**config.mk**
```make
export PLATFORM = sky130hd
export DESIGN_NAME = raster_address_counter
export DESIGN_NICKNAME = d
export VERILOG_FILES = /design/src/rtl/raster_address_counter.sv
export SDC_FILE = /design/constraint.sdc
export NUM_CORES = 1
export LEC_CHECK = 0
export CAP_MARGIN = 20
export CORE_ASPECT_RATIO = 1.4
export CORE_MARGIN = 8
export CORE_UTILIZATION = 55
export CTS_BUF_LIST = sky130_fd_sc_hd__clkbuf_16
export DETAILED_ROUTE_END_ITERATION = 16
export DONT_BUFFER_PORTS = 1
export GPL_ROUTABILITY_DRIVEN = 1
export PLACE_DENSITY_LB_ADDON = 0.25
export RECOVER_POWER = 25
export SYNTH_ARGS = -nofsm -noshare
export SYNTH_HDL_FRONTEND = slang
export SYNTH_SLANG_ARGS = --single-unit
```
**constraint.sdc**
```tcl
create_clock -name clk -period 4.1 [get_ports clk]
set_input_delay 0.615 -clock clk [delete_from_list [all_inputs] [get_ports clk]]
set_output_delay 0.615 -clock clk [all_outputs]
set_load 0.1 [all_outputs]
```
**src/rtl/raster_address_counter.sv**
```systemverilog
// Row-major 2D raster walker: presents (x, y, address) under valid/ready and
// pulses done after the last pixel of each pass; address tracks y*WIDTH+x incrementally.
module raster_address_counter #(
  parameter int WIDTH  = 160,
  parameter int HEIGHT = 120,
  parameter int X_W    = 8,
  parameter int Y_W    = 7,
  parameter int ADDR_W = 15
) (
  input  logic              clk,
  input  logic              rasterCounterReset,
  input  logic              start,
  input  logic              abort,
  input  logic              loopMode,
  input  logic              ready,
  output logic              valid,
  output logic [X_W-1:0]    x,
  output logic [Y_W-1:0]    y,
  output logic [ADDR_W-1:0] address,
  output logic              lastPixel,
  output logic              done
);

  typedef enum logic [1:0] {IDLE, RUN, DONE} state_t;

  localparam logic [X_W-1:0] X_LAST = X_W'(WIDTH - 1);
  localparam logic [Y_W-1:0] Y_LAST = Y_W'(HEIGHT - 1);

  state_t              state, state_n;
  logic [X_W-1:0]      x_n;
  logic [Y_W-1:0]      y_n;
  logic [ADDR_W-1:0]   addr_n;
  logic                valid_n, done_n;
  logic                hs, x_end, at_last;

  assign hs        = valid && ready;
  assign x_end     = (x == X_LAST);
  assign at_last   = x_end && (y == Y_LAST);
  assign lastPixel = valid && at_last;

  always_comb begin
    state_n = state;
    x_n     = x;
    y_n     = y;
    addr_n  = address;
    valid_n = 1'b0;
    done_n  = 1'b0;
    case (state)
      IDLE: begin
        x_n    = '0;
        y_n    = '0;
        addr_n = '0;
        if (start) begin
          state_n = RUN;
          valid_n = 1'b1;
        end
      end
      RUN: begin
        valid_n = 1'b1;
        if (hs) begin
          if (!x_end) begin
            x_n    = x + X_W'(1);
            addr_n = address + ADDR_W'(1);
          end else if (!at_last) begin
            x_n    = '0;
            y_n    = y + Y_W'(1);
            addr_n = address + ADDR_W'(1);
          end else begin
            // End of region: loop keeps valid up, single pass drops into DONE.
            x_n    = '0;
            y_n    = '0;
            addr_n = '0;
            done_n = 1'b1;
            if (!loopMode) begin
              state_n = DONE;
              valid_n = 1'b0;
            end
          end
        end
      end
      DONE: begin
        state_n = IDLE;
        x_n     = '0;
        y_n     = '0;
        addr_n  = '0;
      end
      default: begin
        state_n = IDLE;
        x_n     = '0;
        y_n     = '0;
        addr_n  = '0;
      end
    endcase
    // Abort outranks everything, including a done pulse on the last pixel.
    if (abort) begin
      state_n = IDLE;
      x_n     = '0;
      y_n     = '0;
      addr_n  = '0;
      valid_n = 1'b0;
      done_n  = 1'b0;
    end
  end

  always_ff @(posedge clk) begin
    if (rasterCounterReset) begin
      state   <= IDLE;
      x       <= '0;
      y       <= '0;
      address <= '0;
      valid   <= 1'b0;
      done    <= 1'b0;
    end else begin
      state   <= state_n;
      x       <= x_n;
      y       <= y_n;
      address <= addr_n;
      valid   <= valid_n;
      done    <= done_n;
    end
  end

endmodule

```
* Word level (Yosys, flattened, before mapping)
Index checks and enable logic that the tools add are counted.
** Word-level totals
- Output and inout bits :: 33
- Input port bits :: 6
- Flip-flop bits (word level) :: 34
** Operators by class
- $add $sub $neg :: 3
- Muxes and demuxes :: 17
- Bitwise logic cells :: 3
- Equality and inequality tests :: 8
- Reduce and logical (&&, ||, !) cells :: 9
** Operators by type and width (number)
- $mux 15 :: 2
- $add 15x1->15 const B :: 1
- $mux 2 :: 5
- $ne 2x2->1 const B :: 5
- $add 8x1->8 const B :: 1
- $eq 8x8->1 const B :: 1
- $mux 8 :: 1
- $add 7x1->7 const B :: 1
- $eq 7x7->1 const B :: 1
- $mux 7 :: 1
- $mux 1 :: 6
- $reduce_and 5->1 :: 1
- $reduce_or 5->1 :: 1
- $pmux 2 s2 :: 1
- $logic_and 1x1->1 :: 3
- $not 1->1 :: 3
- $reduce_or 3->1 :: 1
- $eq 2x1->1 const B :: 1
- $logic_not 2->1 :: 1
- $pmux 1 s2 :: 1
- $reduce_and 2->1 :: 1
- $reduce_or 2->1 :: 1

* Logic depth before layout (Yosys ltp)
Gate-level depths: netlist of run 1.
- Depth in word-level cells :: 6
- Depth in mapped cells :: 7

* Least setup slack after synthesis of run 1
No wires, ideal clock.
- Kind :: register to output
- From :: register y[1]
- To :: output port lastPixel
- Stages on the path, launching flop included :: 5
- Arrival :: 4.642 ns
- Buffers on the path :: 0
- Setup slack :: -1.157 ns
- Cells stage by stage :: dfxtp_1 ha_1 and4_1 nand3b_1 nor4_1
** Between the ends
- Word-level cells in the longest chain between the ends :: 3
** RTL lines
- start: declaration :: RTL line 18 : output logic [Y_W-1:0] y,
- start signal: assignment :: RTL line 116 : y <= y_n;
- $eq 7x7->1 :: RTL line 38 : assign at_last = x_end && (y == Y_LAST);
- $logic_and 1x1->1 :: RTL line 38
- $logic_and 1x1->1 :: RTL line 39 : assign lastPixel = valid && at_last;
- end: declaration :: RTL line 20 : output logic lastPixel,
Every way passes these cells.

* Worst setup path after layout of run 1
- From :: register y[2]
- To :: output port lastPixel
Same word-level chain as after synthesis.

==> summary.md, run 1 <==
| Metric | Value |
|---|---|
| ANT nets after route | 0 |
| Die width | 59.8 um |
| Final wirelength | 3.48 mm |
| Worst setup path start | y[2] |
| Share of cells above drive strength 1 | 0.0918 |
| Met2 wire length | 1.86 mm |
| List of most frequent post-synthesis cells | dfxtp_1 (34), nor2_1 (28), nand2_1 (16) |
| Seq pwr share | 0.488 |
| PwrDens | 386 mW/mm2 |
| Status | finished, final reports clean |
| Total GRT Usage | 0.168 |
| Residual DRC | 0 |
| Final Wtd Congestion | 0.813 |
| Sequential fraction of the synthesis area | 0.461 |
| Clk_lat worst skew | 0.27 ns |
| Critical-path maximum fanout | 6 |
| Worst-path clk slew | 0.05 ns |
| Worst Hold Launch | loopMode |
| CTS Sinks | 34 |
| Final Cycle Share | 0.849 |
| R2R Path Start | x[3] |
| Initial cell density of the core | 0.571 |
| Switching Share | 0.193 |
| RSZ-0062 raised after global routing | false |
| Row count | 22 |
| Final HPWL DP | 2.66 mm |
| Final Hold Viols | 0 |
| Largest net degree at the start of global routing | 19 |
| CP Class | reg -> out |
| NetSw | 0.131 mW |
| Fin. max-slew vios | 0 |
| Fin nets | 205 |
| WL met1 | 1.26 mm |
| Global-route wire length before repair | 6.10 mm |
| Worst Hold Depth | 1 |
| Max Root-Sink Buffers | 2 |
| PortBufs | 0 |
| Met3 WL | 289 um |
| Antenna violations before repair | 0 |
| CTS tree | done |
| Root Buffer | clkbuf_16 |
| Die ar. | 0.00462 mm2 |
| Path type of the worst min-delay path | in -> reg |
| Filler cell count in the final layout | 236 |
| Post-CTS Setup Bufs | 0 |
| Critical Path AT | 2.87 ns |
| Yosys Warn Count | 0 |
| Crit start category | flop |
| Leak | 0.548 nW |
| Synth top area share | 0.461 |
| Max_slew headroom | 0.0850 |
| Total gr overflow | 0 |
| Most numerous cell in the Yosys netlist | dfxtp_1 |
| Top_reg_cell synth | dfxtp_1 |
| Area Overhead vs Synth | 19.6% |
| Core Box Area | 0.00259 mm2 |
| H-tree depth | 2 |
| Syn Area/Cell | 8.69 um2 |
| Post-synth EDFFs | 0 |
| Cells after synthesis | 170 |
| Worst reg2reg path depth | 5 |
| VDD IR max | 0.437 mV |
| Avg WL per Cell | 15.0 um |
| Max Used Layer | met4 |
| Total CTS buffers | 5 |
| Combinational share of power | 0.017 |
| Non-filler cells, final | 232 |
| Hold-fix buffers, CTS | 0 |
| DR pass1 iterations | 4 |
| Cell Area, Synth | 0.00148 mm2 |
| Crit. End Element | primary output |
| Area leader, netlist | dfxtp_1 |
| Synth Net Count | 179 |
| Diodes inserted | 0 |
| Vias post-DR | 1289 |
| Die height | 77.3 um |
| Distinct cell type count after synthesis | 28 |
| Vias in the first global route | 1355 |
| Finish-stage setup viols | 0 |
| Worst Hold End | state[1] |
| Reg2Reg Capture Point | address[11] |
| FMAX | 287 MHz |
| Final min period | 3.48 ns |
| # IOs | 39 |
| Synthesis-stage register bit count | 34 |
| Max_cap viols | 0 |
| Setup TNS | 0 ns |
| Placed Cells | 225 |
| Register-to-register setup slack | 0.69 ns |
| CP Data Required Time | 3.48 ns |
| DR iter-0 viols | 31 |
| Post-synthesis async set-or-reset flop share | 0 |
| Drt via density | 5.56 |
| Slew @ Worst Pin | 1.37 ns |
| Clock Skew | 0.00495 ns |
| Setup WS post-layout | 0.618 ns |
| Internal | 0.551 mW |
| Post-place setup slack | 1.24 ns |
| Dominant cells by area after synthesis | dfxtp_1 (46%), xnor2_1 (8.9%), nor2_1 (7.1%) |
| Resize count post-CTS | 0 |
| Clock network power share | 0.495 |
[state kept, by name, indices dropped and copies added, names as in the netlist]
| name | count |
|---|---|
| done | 1 |
| address | 15 |
| valid | 1 |
| x | 8 |
| y | 7 |
| state | 2 |
[worst max-delay path by stage]
stage	endpoint
CTS	lastPixel
floorplan	lastPixel
detailed placement	lastPixel
global route	address[3]
finish	lastPixel
global placement	lastPixel
[layout make-up]
cell class | instances | area, um2 | share of cell area
sequential | 34 | 681 | 0.385
tap | 36 | 45.0 | 0.0255
multi-input combinational | 129 | 777 | 0.440
clock buffer | 5 | 125 | 0.0708
clock inverter | 2 | 7.51 | 0.00425
timing repair buffer | 22 | 116 | 0.0659
inverter | 4 | 15.0 | 0.00850
[placed cells by master (no fill, tap or decap), drive strengths merged, types with 7 or more instances in the layout]
cell type | synthesis | final
clkbuf | 1 | 18
a21oi | 7 | 7
nand4 | 10 | 10
buf | 2 | 9
xor2 | 7 | 7
dfxtp | 34 | 34
nor2 | 28 | 28
nand3 | 9 | 9
nor3 | 8 | 8
xnor2 | 15 | 15
nand2 | 16 | 16
[critical path: stages (launching register included)]
cell and delay, ns:
dfxtp_1 0.30, clkbuf_1 0.99, and4_1 0.38, nand3b_1 0.24
nor4_4 0.34, buf_4 0.33
[cells by family after synthesis]
| kind of cell | share of synthesized area |
|---|---|
| compound gates | 0.0449 |
| buf+inv | 0.0237 |
| simple gates | 0.308 |
| xor+xnor | 0.130 |
| mux | 0.00677 |
| flops | 0.461 |
| fa+ha+maj | 0.0254 |
[power groups by stage]
stage	clock network [mW]	registers (mW)	logic [mW]
after floorplan	0	0.343	0.00500
after global placement	0	0.339	0.0113
after detailed placement	0	0.339	0.0115
after CTS	0.347	0.333	0.0116
after global routing	0.360	0.332	0.0123
final	0.338	0.333	0.0116
[through the flow]
stage	util	hold slack, ns	power, mW	cell area, um2
2_1_floorplan	-	0.526	0.348	1480
3_3_place_gp	0.650	0.551	0.351	1680
3_5_place_dp	0.650	0.572	0.351	1680
4_1_cts	0.702	0.414	0.691	1820
5_1_grt	0.683	0.411	0.704	1770
6_report	0.683	0.418	0.682	1770
[layer usage]
layer,vias to the layer above,GRT usage
met3,4,0.0677
met5,-,0
met1,599,0.163
li1,646,-
met2,40,0.287
met4,0,0.0959
(Power assumes the default switching activity.)
==> run 2, diff against run 1 <==
Clock period 4.1 ns to 2.9 ns, I/O delays scaled along.
==> run 2 against run 1 <==
Compared with the run above: non-clock buffer count up 7; sequential share of layout area down 0.79 points; critical path depth down 1; sequential cell count unchanged; clock skew down 0.0024 ns; setup slack worse by 0.27 ns; design area up 4.0%; critical path type unchanged; die area unchanged; combinational power up 36%; largest cell class unchanged; register-to-register slack worse by 0.34 ns.
==> summary.md, run 2 (synthesis results as in run 1) <==
| Metric | Value |
|---|---|
| Status | finished, final reports clean |
| NetSw | 0.197 mW |
| Total GRT Usage | 0.171 |
| FMAX | 391 MHz |
| Die width | 59.8 um |
| Post-place setup slack | 0.615 ns |
| RSZ-0062 raised after global routing | false |
| Resize count post-CTS | 0 |
| Worst Hold Depth | 1 |
| Worst-path clk slew | 0.05 ns |
| PwrDens | 533 mW/mm2 |
| CP Class | reg -> out |
| Final wirelength | 3.77 mm |
| # IOs | 39 |
| Max reg flops | 15 |
| Critical Path AT | 2.12 ns |
| Critical-path maximum fanout | 6 |
| Largest net degree at the start of global routing | 19 |
| Max_slew headroom | 0.0840 |
| Root Buffer | clkbuf_16 |
| Biggest regs | address x15, x x8, y x7 |
| Antenna violations before repair | 0 |
| Fin nets | 212 |
| Multi-input logic area | 777 um2 |
| Vias post-DR | 1344 |
| Max_cap viols | 0 |
| CP peak stage delay | 0.70 ns |
| Share of cells above drive strength 1 | 0.176 |
| Fin. max-slew vios | 0 |
| Setup TNS | 0 ns |
| Leak | 0.593 nW |
| Commonest non-fill, non-tap cell in the layout | nor2_1 |
| DR pass1 iterations | 4 |
| Avg WL per Cell | 15.7 um |
| Worst reg2reg path depth | 5 |
| Critical Path Stages | 4 |
| Clock Skew | 0.00252 ns |
| Seq pwr share | 0.481 |
| Core Box Area | 0.00259 mm2 |
| Die height | 77.3 um |
| Total CTS buffers | 5 |
| Worst path cell trace | and4_1 > nand3b_1 > nor4_4 > buf_4 |
| CP Data Required Time | 2.47 ns |
| Post-CTS Setup Bufs | 0 |
| ANT nets after route | 0 |
| Internal | 0.782 mW |
| Most frequent cells in the layout | nor2_1 (28), dfxtp_1 (24), nand2_1 (16), buf_4 (16), xnor2_1 (15) |
| Slew @ Worst Pin | 1.37 ns |
| CTS tree | done |
| Setup WS post-layout | 0.343 ns |
| Final HPWL DP | 2.80 mm |
| Clk_lat worst skew | 0.28 ns |
| Finish-stage setup viols | 0 |
| Drt via density | 5.60 |
| Max Root-Sink Buffers | 2 |
| Final Cycle Share | 0.882 |
| Switching Share | 0.201 |
| Vias in the first global route | 1359 |
| DR iter-0 viols | 46 |
| Crit. End Element | primary output |
| Global-route wire length before repair | 6.13 mm |
| Residual DRC | 0 |
| Filler cell count in the final layout | 229 |
| Row count | 22 |
| Path type of the worst min-delay path | in -> reg |
| Cell family with most CP delay | simple AND/OR/NAND/NOR gates |
| Hold-fix buffers, CTS | 0 |
| Final Hold Viols | 0 |
| Area Overhead vs Synth | 24.3% |
| CTS Sinks | 34 |
| Total gr overflow | 0 |
| CP Buf/Inv Count | 1 |
| H-tree depth | 2 |
| VDD IR max | 0.501 mV |
| Clock network power share | 0.503 |
| Sequential standard cell area | 693 um2 |
| Final min period | 2.56 ns |
| Diodes inserted | 0 |
| Initial cell density of the core | 0.571 |
| Crit start category | flop |
| Reg with most FFs | address |
| Die ar. | 0.00462 mm2 |
| Final Wtd Congestion | 0.860 |
| Combinational share of power | 0.016 |
| Crit-path slowest cell | dfxtp_2 |
| PortBufs | 0 |
==> run 2: final cells by class <==
class	instances	area share
Multi-Input combinational cell	129	0.423
Sequential cell	34	0.377
Timing Repair Buffer	29	0.0920
Clock buffer	5	0.0681
Tap cell	36	0.0245
Inverter	4	0.00817
Clock inverter	3	0.00681
==> run 2: stage by stage <==
step / hold slack [ns] / util / total power [mW] / cells / area, um2
CTS: 0.225 / 0.729 / 0.991 / 240 / 1890
floorplan: 0.514 / - / 0.493 / 170 / 1510
global placement: 0.518 / 0.676 / 0.495 / 232 / 1750
finish: 0.230 / 0.710 / 0.978 / 240 / 1840
global route: 0.233 / 0.710 / 1.01 / 240 / 1840
detailed placement: 0.522 / 0.676 / 0.496 / 232 / 1750
==> run 2: layer usage <==
metal	track usage	part of all wire
met5	0	0
met4	0.0767	0.017
met3	0.0809	0.083
met2	0.311	0.54
met1	0.150	0.36
==> run 2: worst reg2reg max path, cell delays in order, from the launching register on <==
cell and delay (ns):
dfxtp_1 0.30, clkbuf_1 1.00, inv_1 0.07, or4_1 0.60, or3_1 0.37, a21oi_1 0.15
==> run 2: power groups by stage <==
stage               combinational (mW)  sequential, mW  clock (mW)
floorplan                      0.00728           0.485           0
global placement                0.0152           0.480           0
detailed placement              0.0157           0.480           0
CTS                             0.0159           0.471       0.504
global route                    0.0169           0.470       0.521
finish                          0.0158           0.471       0.492
==> run 2: final timing paths <==
| check | slack [ns] | end | start |
|---|---|---|---|
| hold reg to reg | 0.57 | y[6] | y[3] |
| hold / removal | 0.23 | state[1] | loopMode |
| setup reg to reg | 0.35 | address[14] | address[9] |
| setup / recovery | 0.34 | lastPixel | y[4] |
